## config.mk

```make
export PLATFORM = sky130hd
export DESIGN_NAME = dma_reg_arbiter
export DESIGN_NICKNAME = d
export VERILOG_FILES = /design/src/rtl/dma_reg_arbiter.sv
export SDC_FILE = /design/constraint.sdc
export NUM_CORES = 1
export LEC_CHECK = 0
export CAP_MARGIN = 10
export CORE_UTILIZATION = 40
export DETAILED_ROUTE_END_ITERATION = 7
export MAX_ROUTING_LAYER = met4
export PLACE_DENSITY_LB_ADDON = 0.1
export SLEW_MARGIN = 10
export SYNTH_ARGS = -nofsm -noshare
export SYNTH_HDL_FRONTEND = slang
export SYNTH_SLANG_ARGS = --single-unit
```

## constraint.sdc

```tcl
create_clock -name clk -period 3.9 [get_ports clk]
set_input_delay 0.585 -clock clk [delete_from_list [all_inputs] [get_ports clk]]
set_output_delay 0.585 -clock clk [all_outputs]
set_load 0.03 [all_outputs]
```

## src/rtl/dma_reg_arbiter.sv

```systemverilog
// Round-robin arbiter sharing one DMA register bus between NUM_REQ requesters.
// Optional address range check: define DMA_REG_ARB_ADDR_CHECK_EN.
module dma_reg_arbiter #(
  parameter int NUM_REQ = 2,
  parameter int ADDR_W = 32,
  parameter int DATA_W = 32,
  parameter int RD_LAT = 1,
  parameter logic [ADDR_W-1:0] ADDR_LIMIT = 'h100
) (
  input  logic                      clk,
  input  logic                      rst,
  input  logic [NUM_REQ-1:0]        req_valid,
  output logic [NUM_REQ-1:0]        req_ready,
  input  logic [NUM_REQ-1:0]        req_write,
  input  logic [NUM_REQ*ADDR_W-1:0] req_addr,
  input  logic [NUM_REQ*DATA_W-1:0] req_wdata,
  output logic [NUM_REQ-1:0]        rsp_valid,
  output logic [DATA_W-1:0]         rsp_rdata,
  output logic                      wr_en,
  output logic                      rd_en,
  output logic [ADDR_W-1:0]         addr,
  output logic [DATA_W-1:0]         wdata,
  input  logic [DATA_W-1:0]         rdata,
  output logic                      busy
`ifdef DMA_REG_ARB_ADDR_CHECK_EN
  ,
  output logic [NUM_REQ-1:0]        rsp_err
`endif
);

  localparam int PTR_W = (NUM_REQ > 1) ? $clog2(NUM_REQ) : 1;

  localparam logic [1:0] S_IDLE  = 2'd0;
  localparam logic [1:0] S_ISSUE = 2'd1;
  localparam logic [1:0] S_WAIT  = 2'd2;
  localparam logic [1:0] S_RESP  = 2'd3;

`ifdef DMA_REG_ARB_ADDR_CHECK_EN
  localparam bit ADDR_CHECK = 1'b1;
`else
  localparam bit ADDR_CHECK = 1'b0;
`endif

  logic [1:0]         state;
  logic [PTR_W-1:0]   ptr;
  logic [PTR_W-1:0]   gnt;
  logic [PTR_W-1:0]   ptr_nxt;
  logic [PTR_W-1:0]   own;
  logic               gnt_found;
  logic               take;
  logic               own_write;
  logic               own_err;
  logic [2:0]         cnt;

  logic [ADDR_W-1:0]  addr_a  [NUM_REQ];
  logic [DATA_W-1:0]  wdata_a [NUM_REQ];
  logic [ADDR_W-1:0]  g_addr;
  logic [DATA_W-1:0]  g_wdata;
  logic               g_write;
  logic               g_err;

  for (genvar i = 0; i < NUM_REQ; i++) begin : g_unpack
    assign addr_a[i]  = req_addr[i*ADDR_W +: ADDR_W];
    assign wdata_a[i] = req_wdata[i*DATA_W +: DATA_W];
  end

  // Search upward from the pointer, wrapping, for the first valid requester.
  always_comb begin : p_arb
    int sum;
    logic [PTR_W-1:0] idx;
    sum       = 0;
    idx       = '0;
    gnt       = ptr;
    gnt_found = 1'b0;
    for (int k = 0; k < NUM_REQ; k++) begin
      sum = int'(ptr) + k;
      if (sum >= NUM_REQ) sum = sum - NUM_REQ;
      idx = PTR_W'(sum);
      if (!gnt_found && req_valid[idx]) begin
        gnt_found = 1'b1;
        gnt       = idx;
      end
    end
  end

  assign take    = !rst && (state == S_IDLE) && gnt_found;
  assign g_addr  = addr_a[gnt];
  assign g_wdata = wdata_a[gnt];
  assign g_write = req_write[gnt];
  assign g_err   = ADDR_CHECK && (g_addr >= ADDR_LIMIT);
  assign ptr_nxt = (gnt == PTR_W'(NUM_REQ-1)) ? '0 : gnt + 1'b1;

  assign req_ready = take ? (NUM_REQ'(1) << gnt) : '0;
  assign busy      = (state != S_IDLE);

  always_ff @(posedge clk) begin
    if (rst) begin
      state     <= S_IDLE;
      ptr       <= '0;
      own       <= '0;
      own_write <= 1'b0;
      own_err   <= 1'b0;
      cnt       <= '0;
      wr_en     <= 1'b0;
      rd_en     <= 1'b0;
      addr      <= '0;
      wdata     <= '0;
      rsp_valid <= '0;
      rsp_rdata <= '0;
`ifdef DMA_REG_ARB_ADDR_CHECK_EN
      rsp_err   <= '0;
`endif
    end else begin
      wr_en     <= 1'b0;
      rd_en     <= 1'b0;
      rsp_valid <= '0;
`ifdef DMA_REG_ARB_ADDR_CHECK_EN
      rsp_err   <= '0;
`endif
      unique case (state)
        S_IDLE: begin
          if (take) begin
            own       <= gnt;
            own_write <= g_write;
            own_err   <= g_err;
            ptr       <= ptr_nxt;
            addr      <= g_addr;
            wdata     <= g_write ? g_wdata : '0;
            wr_en     <= g_write && !g_err;
            rd_en     <= !g_write && !g_err;
            state     <= S_ISSUE;
          end
        end
        S_ISSUE: begin
          if (own_write || own_err) begin
            rsp_valid <= NUM_REQ'(1) << own;
`ifdef DMA_REG_ARB_ADDR_CHECK_EN
            rsp_err   <= own_err ? (NUM_REQ'(1) << own) : '0;
`endif
            state     <= S_RESP;
          end else begin
            cnt   <= 3'(RD_LAT-1);
            state <= S_WAIT;
          end
        end
        S_WAIT: begin
          // cnt hits zero in the cycle the register file presents rdata
          if (cnt == '0) begin
            rsp_rdata <= rdata;
            rsp_valid <= NUM_REQ'(1) << own;
            state     <= S_RESP;
          end else begin
            cnt <= cnt - 1'b1;
          end
        end
        S_RESP: begin
          state <= S_IDLE;
        end
        default: begin
          state <= S_IDLE;
        end
      endcase
    end
  end

endmodule

```

# After elaboration in Yosys (flattened, before gate mapping)
# Index checks and enable logic that the tools add are counted.
# word_totals
register_bits	108
out_inout_bits	103
# op_classes
shifts	2
mux	31
n_reduce_logical	15
addsub	5
order_cmp	6
eq_ne	7
n_bitwise	3
# op_table
cell	count
$mux 32	7
$mux 1	14
$mux 2	5
$ne 2x2->1 const B	4
$pmux 2 s4	1
$lt 1x2->1 const B	3
$mux 3	2
$pmux 3 s2	1
$reduce_and 2->1	3
$eq 2x2->1 const B	2
$ge 2x2->1 const B	2
$pmux 2 s2	1
$reduce_bool 2->1	2
$shl 1x1->2 const A	2
$logic_and 1x1->1	3
$logic_not 1->1	3
$logic_not 3->1	1
$reduce_and 3->1	1
$reduce_or 3->1	1
$sub 3x1->3 const B	1
$add 1x1->2 const B	1
$eq 2x1->1 const B	1
$ge 1x2->1 const B	1
$logic_not 2->1	1
4 further kinds	6

# Longest topological paths before layout
# Gate-level depths: netlist of the first run.
# depth
depth_word	13
ltp_mapped	8
ltp_nobuf	6

# Least setup slack after synthesis of the first run
# OpenSTA, ideal clock, no wires.
# synth_path
path_type	input -> output
from	input port req_valid[1]
to	output port req_ready[0]
path_buffers	2
arrival_time_ns	1.647
stages	5
path_slack_ns	1.668
cell_sequence	nand2b_1 > a21o_1 > buf_2 > buf_2 > nor2_1
# synth_between
elab_chain_len	8
# synth_rtl
item	line	source
start: declaration	12	input logic [NUM_REQ-1:0] req_valid,
$mux 1 (not written as such) (2 in a row)	79	if (!gnt_found && req_valid[idx]) begin
$mux 1	79	
$logic_not 1->1	79	
$logic_and 1x1->1	79	
$mux 1	79	
$shl 1x1->2 / $logic_and 1x1->1 (equally long branches)	93, 86	
$mux 2 (*)	93	assign req_ready = take ? (NUM_REQ'(1) << gnt) : '0;
end: declaration	13	output logic [NUM_REQ-1:0] req_ready,
# Mark *: on every way between the ends. The rest lies on a longest branch, timed or not. The select of a mux whose other input is x is not followed.

# Final worst setup path of the first run
# layout_path
from	input port req_valid[0]
to	output port req_ready[0]
# The elaborated chain is that of the path after synthesis.

==> results of run 1 <==
[cells by family (layout without fill, tap and decap cells)]
kind of cell	Yosys count	in the layout	synth area share
fa+ha+maj	6	6	0.0170
simple gates	233	233	0.241
compound gates	94	94	0.123
mux	33	33	0.0748
buf+inv	52	302	0.0550
flops	108	108	0.490
[flip-flops by register name, summed over array words and instances (netlist names)]
signal and cells:
ptr 1, state 2, wdata 32, rsp_rdata 32, wr_en 1, own 1
addr 32, rd_en 1, rsp_valid 2, own_write 1, cnt 3
[final timing paths]
path	startpoint	to	slack, ns	cells after the start
worst max-delay path	req_valid[0]	req_ready[0]	0.86	5
worst min-delay path	wdata[7]	wdata[7]	0.45	2
worst max register to register	cnt[0]	rsp_valid[1]	1.72	5
worst min register to register	wdata[7]	wdata[7]	0.45	2
[layer usage]
layer	vias up	wire length, um
met5	-	0
met4	0	382
met3	26	1100
met2	181	6770
met1	2102	5360
li1	2288	-
[power by group through the flow]
stage / Clock, mW / Combinational, mW / Sequential (mW)
final: 0.735 / 2.06 / 1.49
after global routing: 0.810 / 2.20 / 1.52
after CTS: 0.759 / 2.07 / 1.49
after detailed placement: 0 / 2.07 / 1.51
after global placement: 0 / 2.03 / 1.50
after floorplan: 0 / 0.798 / 1.95
[metrics by stage]
step | total power, mW | hold slack, ns
after floorplan | 2.75 | 0.428
after global placement | 3.53 | 0.434
after detailed placement | 3.58 | 0.441
after CTS | 4.32 | 0.454
after global routing | 4.53 | 0.471
final | 4.28 | 0.452
[final cells by class]
class | instances | area, um2
Inverter | 10 | 37.5
Timing Repair Buffer | 276 | 2740
Sequential cell | 108 | 2160
Tap cell | 140 | 175
Multi-Input combinational cell | 366 | 2040
Fill cell | 928 | 3420
Clock inverter | 3 | 42.5
Clock buffer | 13 | 179
[synthesized netlist by cell type (2+ instances only)]
cell / count
a2111oi_0: 2
a21o_1: 3
a21oi_1: 36
a32oi_1: 9
buf_2: 14
buf_6: 4
clkbuf_1: 23
dfxtp_1: 108
ha_1: 6
inv_1: 10
mux2i_1: 33
nand2_1: 112
nand2b_1: 3
nand3_1: 9
nor2_1: 31
nor2b_1: 3
nor3_1: 46
nor4_1: 19
nor4_2: 4
o21ai_1: 35
[worst register-to-register path: stages, from the launching register on]
cell and delay (ns):
dfxtp_1 0.36, inv_1 0.07, ha_1 0.23, nand2b_1 0.16
or2_1 0.89, a2111oi_0 0.30
==> results.sh, run 1 <==
export IMPL_status="completed"
export IMPL_yosys_area_top_type="dfxtp_1"
export IMPL_skew_ns=0.00903
export IMPL_internal_power_mw=2.56
export IMPL_design_area_mm2=0.00738
export IMPL_powerDensity_mw_per_mm2=580
export IMPL_period_needed_ns=3.04
export IMPL_gr_usage_met3=0.0669
export IMPL_hp_class="reg2reg"
export IMPL_place_congestion=0.782
export IMPL_route_detailed_drc=0
export IMPL_finalNetCount=943
export IMPL_grt_setup_unrepaired="false"
export IMPL_port_buffer_count=268
export IMPL_worstSkewPairLatency_ns=0.37
export IMPL_crit_family="buffers and inverters"
export IMPL_swShare=0.402
export IMPL_cp_cell_sequence="clkdlybuf4s50_1, nand2b_1, a21o_1, nor2_1, clkdlybuf4s50_1"
export IMPL_final_cell_mix="clkdlybuf4s50_1 (267), nand2_1 (112), dfxtp_1 (108), nor3_1 (46), a21oi_1 (36)"
export IMPL_fmax_mhz=329
export IMPL_cpPeakStageDelay_ns=0.72
export IMPL_min_period_over_period=0.779
export IMPL_setup_tns_ns=0
export IMPL_syn_area_mm2=0.00442
export IMPL_routed_wl_mm=13.6
export IMPL_critical_path_class="in2out"
export IMPL_power_switching_mw=1.72
export IMPL_power_share_sequential=0.347
export IMPL_grt_pass1_vias=4575
export IMPL_io_pins=269
export IMPL_place_ws_ns=0.860
export IMPL_postLayoutSetupSlackWorst_ns=0.862
export IMPL_dr_pass1_iters=4
export IMPL_tightest_slew_ns=1.14
export IMPL_die_y_um=107
export IMPL_path_clk_slew_ns=0.10
export IMPL_ctsHoldBuffers=0
export IMPL_dieArea_mm2=0.0115
export IMPL_synth_top_cell_area_share=0.490
export IMPL_cpMostUsedCell="clkdlybuf4s50_1"
export IMPL_vias=4597
export IMPL_busiest_layer="met2"
export IMPL_setup_viol=0
export IMPL_gr_total_overflow=0
export IMPL_cap_violations=0
export IMPL_use_met2=0.423
export IMPL_syn_to_final_growth_pct=67.0
export IMPL_async_reset_ff_frac=0
export IMPL_postCtsResizedCells=0
export IMPL_grt_pass1_wl_mm=21.3
export IMPL_leakage_nw=2.79
export IMPL_clockBufferDepth=2
export IMPL_combPwrFrac=0.481
export IMPL_slew_headroom=0.242
export IMPL_cts_setup_buffers=0
export IMPL_wire_per_inst_um=14.9
export IMPL_hold_viol=0
export IMPL_start_kind="input pin"
export IMPL_arrival_ns=2.45
export IMPL_ir_drop_mv=0.366
export IMPL_critPathMaxFanout=7
export IMPL_final_cell_count_no_fill=916
export IMPL_p_clk_frac=0.172
export IMPL_synth_edf_count=0
export IMPL_layout_commonest_cell="clkdlybuf4s50_1"
export IMPL_yosysUniqueCellTypes=36
export IMPL_synth_seq_cells=108
export IMPL_critical_path_buf_inv_count=2
export IMPL_drive_gt1_frac=0.0438
export IMPL_cp_end_kind="output port"
export IMPL_synth_area_leaders="dfxtp_1 (49%), nand2_1 (9.5%), mux2i_1 (7.5%)"
export IMPL_vias_per_cell=5.02
export IMPL_first_iter_violations=257
export IMPL_dp_cells=900
export IMPL_cts_buffers=9
export IMPL_placed_cell_area_mm2=0.00716
export IMPL_post_route_util=0.684
export IMPL_antenna_found_initial=0
export IMPL_syn_nets=698
export IMPL_syn_avg_cell_area_um2=8.40
export IMPL_root_buffer="clkbuf_8"
export IMPL_cts_tree="done"
export IMPL_grt_usage=0.242
export IMPL_ys_warn_count=0
export IMPL_slew_violations=0
export IMPL_critPathRequiredTime_ns=3.31
export IMPL_ctsHtreeMaxLevel=3
export IMPL_grt_start_max_net_pins=67
export IMPL_synthFlopType="dfxtp_1"
export IMPL_slowest_stage="clkdlybuf4s50_1"
export IMPL_diodes=0
export IMPL_core_area_mm2=0.0108
export IMPL_ant_nets=0
export IMPL_place_hpwl_mm=9.90
export IMPL_synthCells=526
export IMPL_rows=38
export IMPL_gr_usage_met1=0.256
export IMPL_cts_sinks=108
export IMPL_start_util=0.409
export IMPL_yosysSeqAreaShare=0.490
export IMPL_die_w_um=107
Note: power is estimated with default switching activity, not from simulation.
==> run 2, diff against run 1 <==
--- a/config.mk
+++ b/config.mk
@@ -6,7 +6,7 @@
 export NUM_CORES = 1
 export LEC_CHECK = 0
 export CAP_MARGIN = 10
-export CORE_UTILIZATION = 40
+export CORE_UTILIZATION = 34
 export DETAILED_ROUTE_END_ITERATION = 7
 export MAX_ROUTING_LAYER = met4
 export PLACE_DENSITY_LB_ADDON = 0.1
==> constraint.sdc (replaced) <==
create_clock -name clk -period 2.77 [get_ports clk]
set_input_delay 0.4155 -clock clk [delete_from_list [all_inputs] [get_ports clk]]
set_output_delay 0.4155 -clock clk [all_outputs]
set_load 0.03 [all_outputs]
==> run 2 against run 1 <==
  * Wire length increased by 3.5%
  * Sequential cell count unchanged
  * Sequential power increased by 41%
  * Sequential share of layout area decreased by 0.67 points
==> results.sh, run 2 (synthesis gave the netlist of run 1 again) <==
export IMPL_met2WireLength_mm=7.01
export IMPL_cts_sinks=108
export IMPL_min_period_over_period=0.874
export IMPL_cap_violations=0
export IMPL_dp_cells=936
export IMPL_die_w_um=116
export IMPL_fmax_mhz=413
export IMPL_rr_worst_depth=7
export IMPL_critPathMaxFanout=23
export IMPL_final_cell_count_no_fill=951
export IMPL_status="completed"
export IMPL_ir_drop_mv=0.511
export IMPL_place_congestion=0.831
export IMPL_root_buffer="clkbuf_16"
export IMPL_ctsHtreeMaxLevel=3
export IMPL_grt_start_max_net_pins=60
export IMPL_clockBufferDepth=2
export IMPL_cts_buffers=9
export IMPL_hold_viol=0
export IMPL_worstHoldStart="rst"
export IMPL_grt_usage=0.213
export IMPL_start_util=0.350
export IMPL_io_pins=269
export IMPL_place_hpwl_mm=10.5
export IMPL_finalNetCount=947
export IMPL_r2r_slack_ns=0.61
export IMPL_vias_per_cell=4.83
export IMPL_setup_tns_ns=0
export IMPL_r2r_start="state[0]"
export IMPL_powerDensity_mw_per_mm2=841
export IMPL_top_regs="addr x32, rsp_rdata x32, wdata x32"
export IMPL_worstSkewPairLatency_ns=0.34
export IMPL_dieArea_mm2=0.0135
export IMPL_cts_tree="done"
export IMPL_grt_pass1_wl_mm=21.3
export IMPL_start_kind="flop"
export IMPL_cp_end_kind="output port"
export IMPL_ant_nets=0
export IMPL_port_buffer_count=268
export IMPL_grt_setup_unrepaired="false"
export IMPL_drive_gt1_frac=0.0475
export IMPL_setup_viol=0
export IMPL_dr_pass1_iters=4
export IMPL_diodes=0
export IMPL_cts_setup_buffers=0
export IMPL_routedLengthMet1_mm=5.57
export IMPL_grt_pass1_vias=4409
export IMPL_final_cell_mix="clkdlybuf4s50_1 (265), nand2_1 (112), dfxtp_1 (108), nor3_1 (46), a21oi_1 (36)"
export IMPL_first_iter_violations=286
export IMPL_die_y_um=116
export IMPL_critPathRequiredTime_ns=2.35
export IMPL_skew_ns=0.00820
export IMPL_syn_to_final_growth_pct=70.9
export IMPL_hold_depth=2
export IMPL_rows=41
export IMPL_critical_path_class="reg2out"
export IMPL_slew_headroom=0.552
export IMPL_vias=4594
export IMPL_r2r_end="addr[16]"
export IMPL_antenna_found_initial=0
export IMPL_layout_commonest_cell="clkdlybuf4s50_1"
export IMPL_leakage_nw=2.86
export IMPL_tightest_slew_ns=0.670
export IMPL_postCtsResizedCells=0
export IMPL_core_area_mm2=0.0126
export IMPL_slew_violations=0
export IMPL_routed_wl_mm=14.1
export IMPL_gr_total_overflow=0
export IMPL_ctsHoldBuffers=0
export IMPL_highest_layer="met4"
export IMPL_worstHoldEndpoint="addr[5]"
export IMPL_hp_class="in2reg"
export IMPL_wl_met3_mm=1.10
export IMPL_path_clk_slew_ns=0.07
export IMPL_period_needed_ns=2.42
export IMPL_route_detailed_drc=0
export IMPL_arrival_ns=2.01
export IMPL_wire_per_inst_um=14.8
run 2: cell count changes in the layout (fill, tap and decap cells not counted):
cell | previous run | this run
clkdlybuf4s50_1 | 267 | 265
clkbuf_1 | 0 | 2
clkinvlp_4 | 1 | 0
clkbuf_8 | 13 | 3
clkbuf_16 | 0 | 9
buf_4 | 8 | 12
clkinv_2 | 1 | 0
buf_12 | 0 | 2
run 2: worst max path at each step:
stage	start	end	cells past startpoint
final	state[0]	req_ready[0]	6
after detailed placement	req_valid[1]	addr[14]	6
after global placement	req_valid[1]	addr[26]	6
after global routing	state[0]	req_ready[0]	6
after floorplan	state[0]	req_ready[0]	7
after CTS	state[0]	req_ready[0]	6
run 2: critical path, cell delays in order (launching register included):
cell and delay (ns):
dfxtp_1 0.33, inv_1 0.13, ha_1 0.22, nor2b_1 0.31, o21ai_4 0.24, nor2_1 0.22
buf_4 0.20
run 2: final cells by class:
cell class | instances | area (um2)
clock inverter | 1 | 30.0
inverter | 10 | 37.5
fill | 1153 | 5070
multi-input combinational | 366 | 2040
sequential | 108 | 2160
timing repair buffer | 280 | 2790
tap | 172 | 215
clock buffer | 14 | 274
run 2: metrics by stage:
| stage | area [um2] | hold slack [ns] | power [mW] | utilization | worst slack [ns] |
|---|---|---|---|---|---|
| after CTS | 7550 | 0.426 | 6.43 | 0.598 | 0.343 |
| final | 7550 | 0.438 | 6.35 | 0.598 | 0.349 |
| after global routing | 7550 | 0.443 | 6.74 | 0.598 | 0.184 |
| after global placement | 7250 | 0.434 | 5.03 | 0.574 | 0.405 |
| after floorplan | 4420 | 0.428 | 3.87 | - | 0.743 |
| after detailed placement | 7250 | 0.442 | 5.11 | 0.574 | 0.292 |
run 2: layer usage:
| layer | vias to the layer above | track usage |
|---|---|---|
| li1 | 2302 | - |
| met1 | 2078 | 0.222 |
| met2 | 185 | 0.372 |
| met3 | 29 | 0.0643 |
| met4 | 0 | 0.0940 |
| met5 | - | - |
run 2: power by group:
part           leakage (nW)  total (mW)  internal [mW]  switching [mW]
combinational          1.82        2.95           1.21            1.74
clock                 0.149        1.30          0.771           0.529
sequential            0.882        2.10           1.91           0.191
total                  2.86        6.35           3.89            2.46
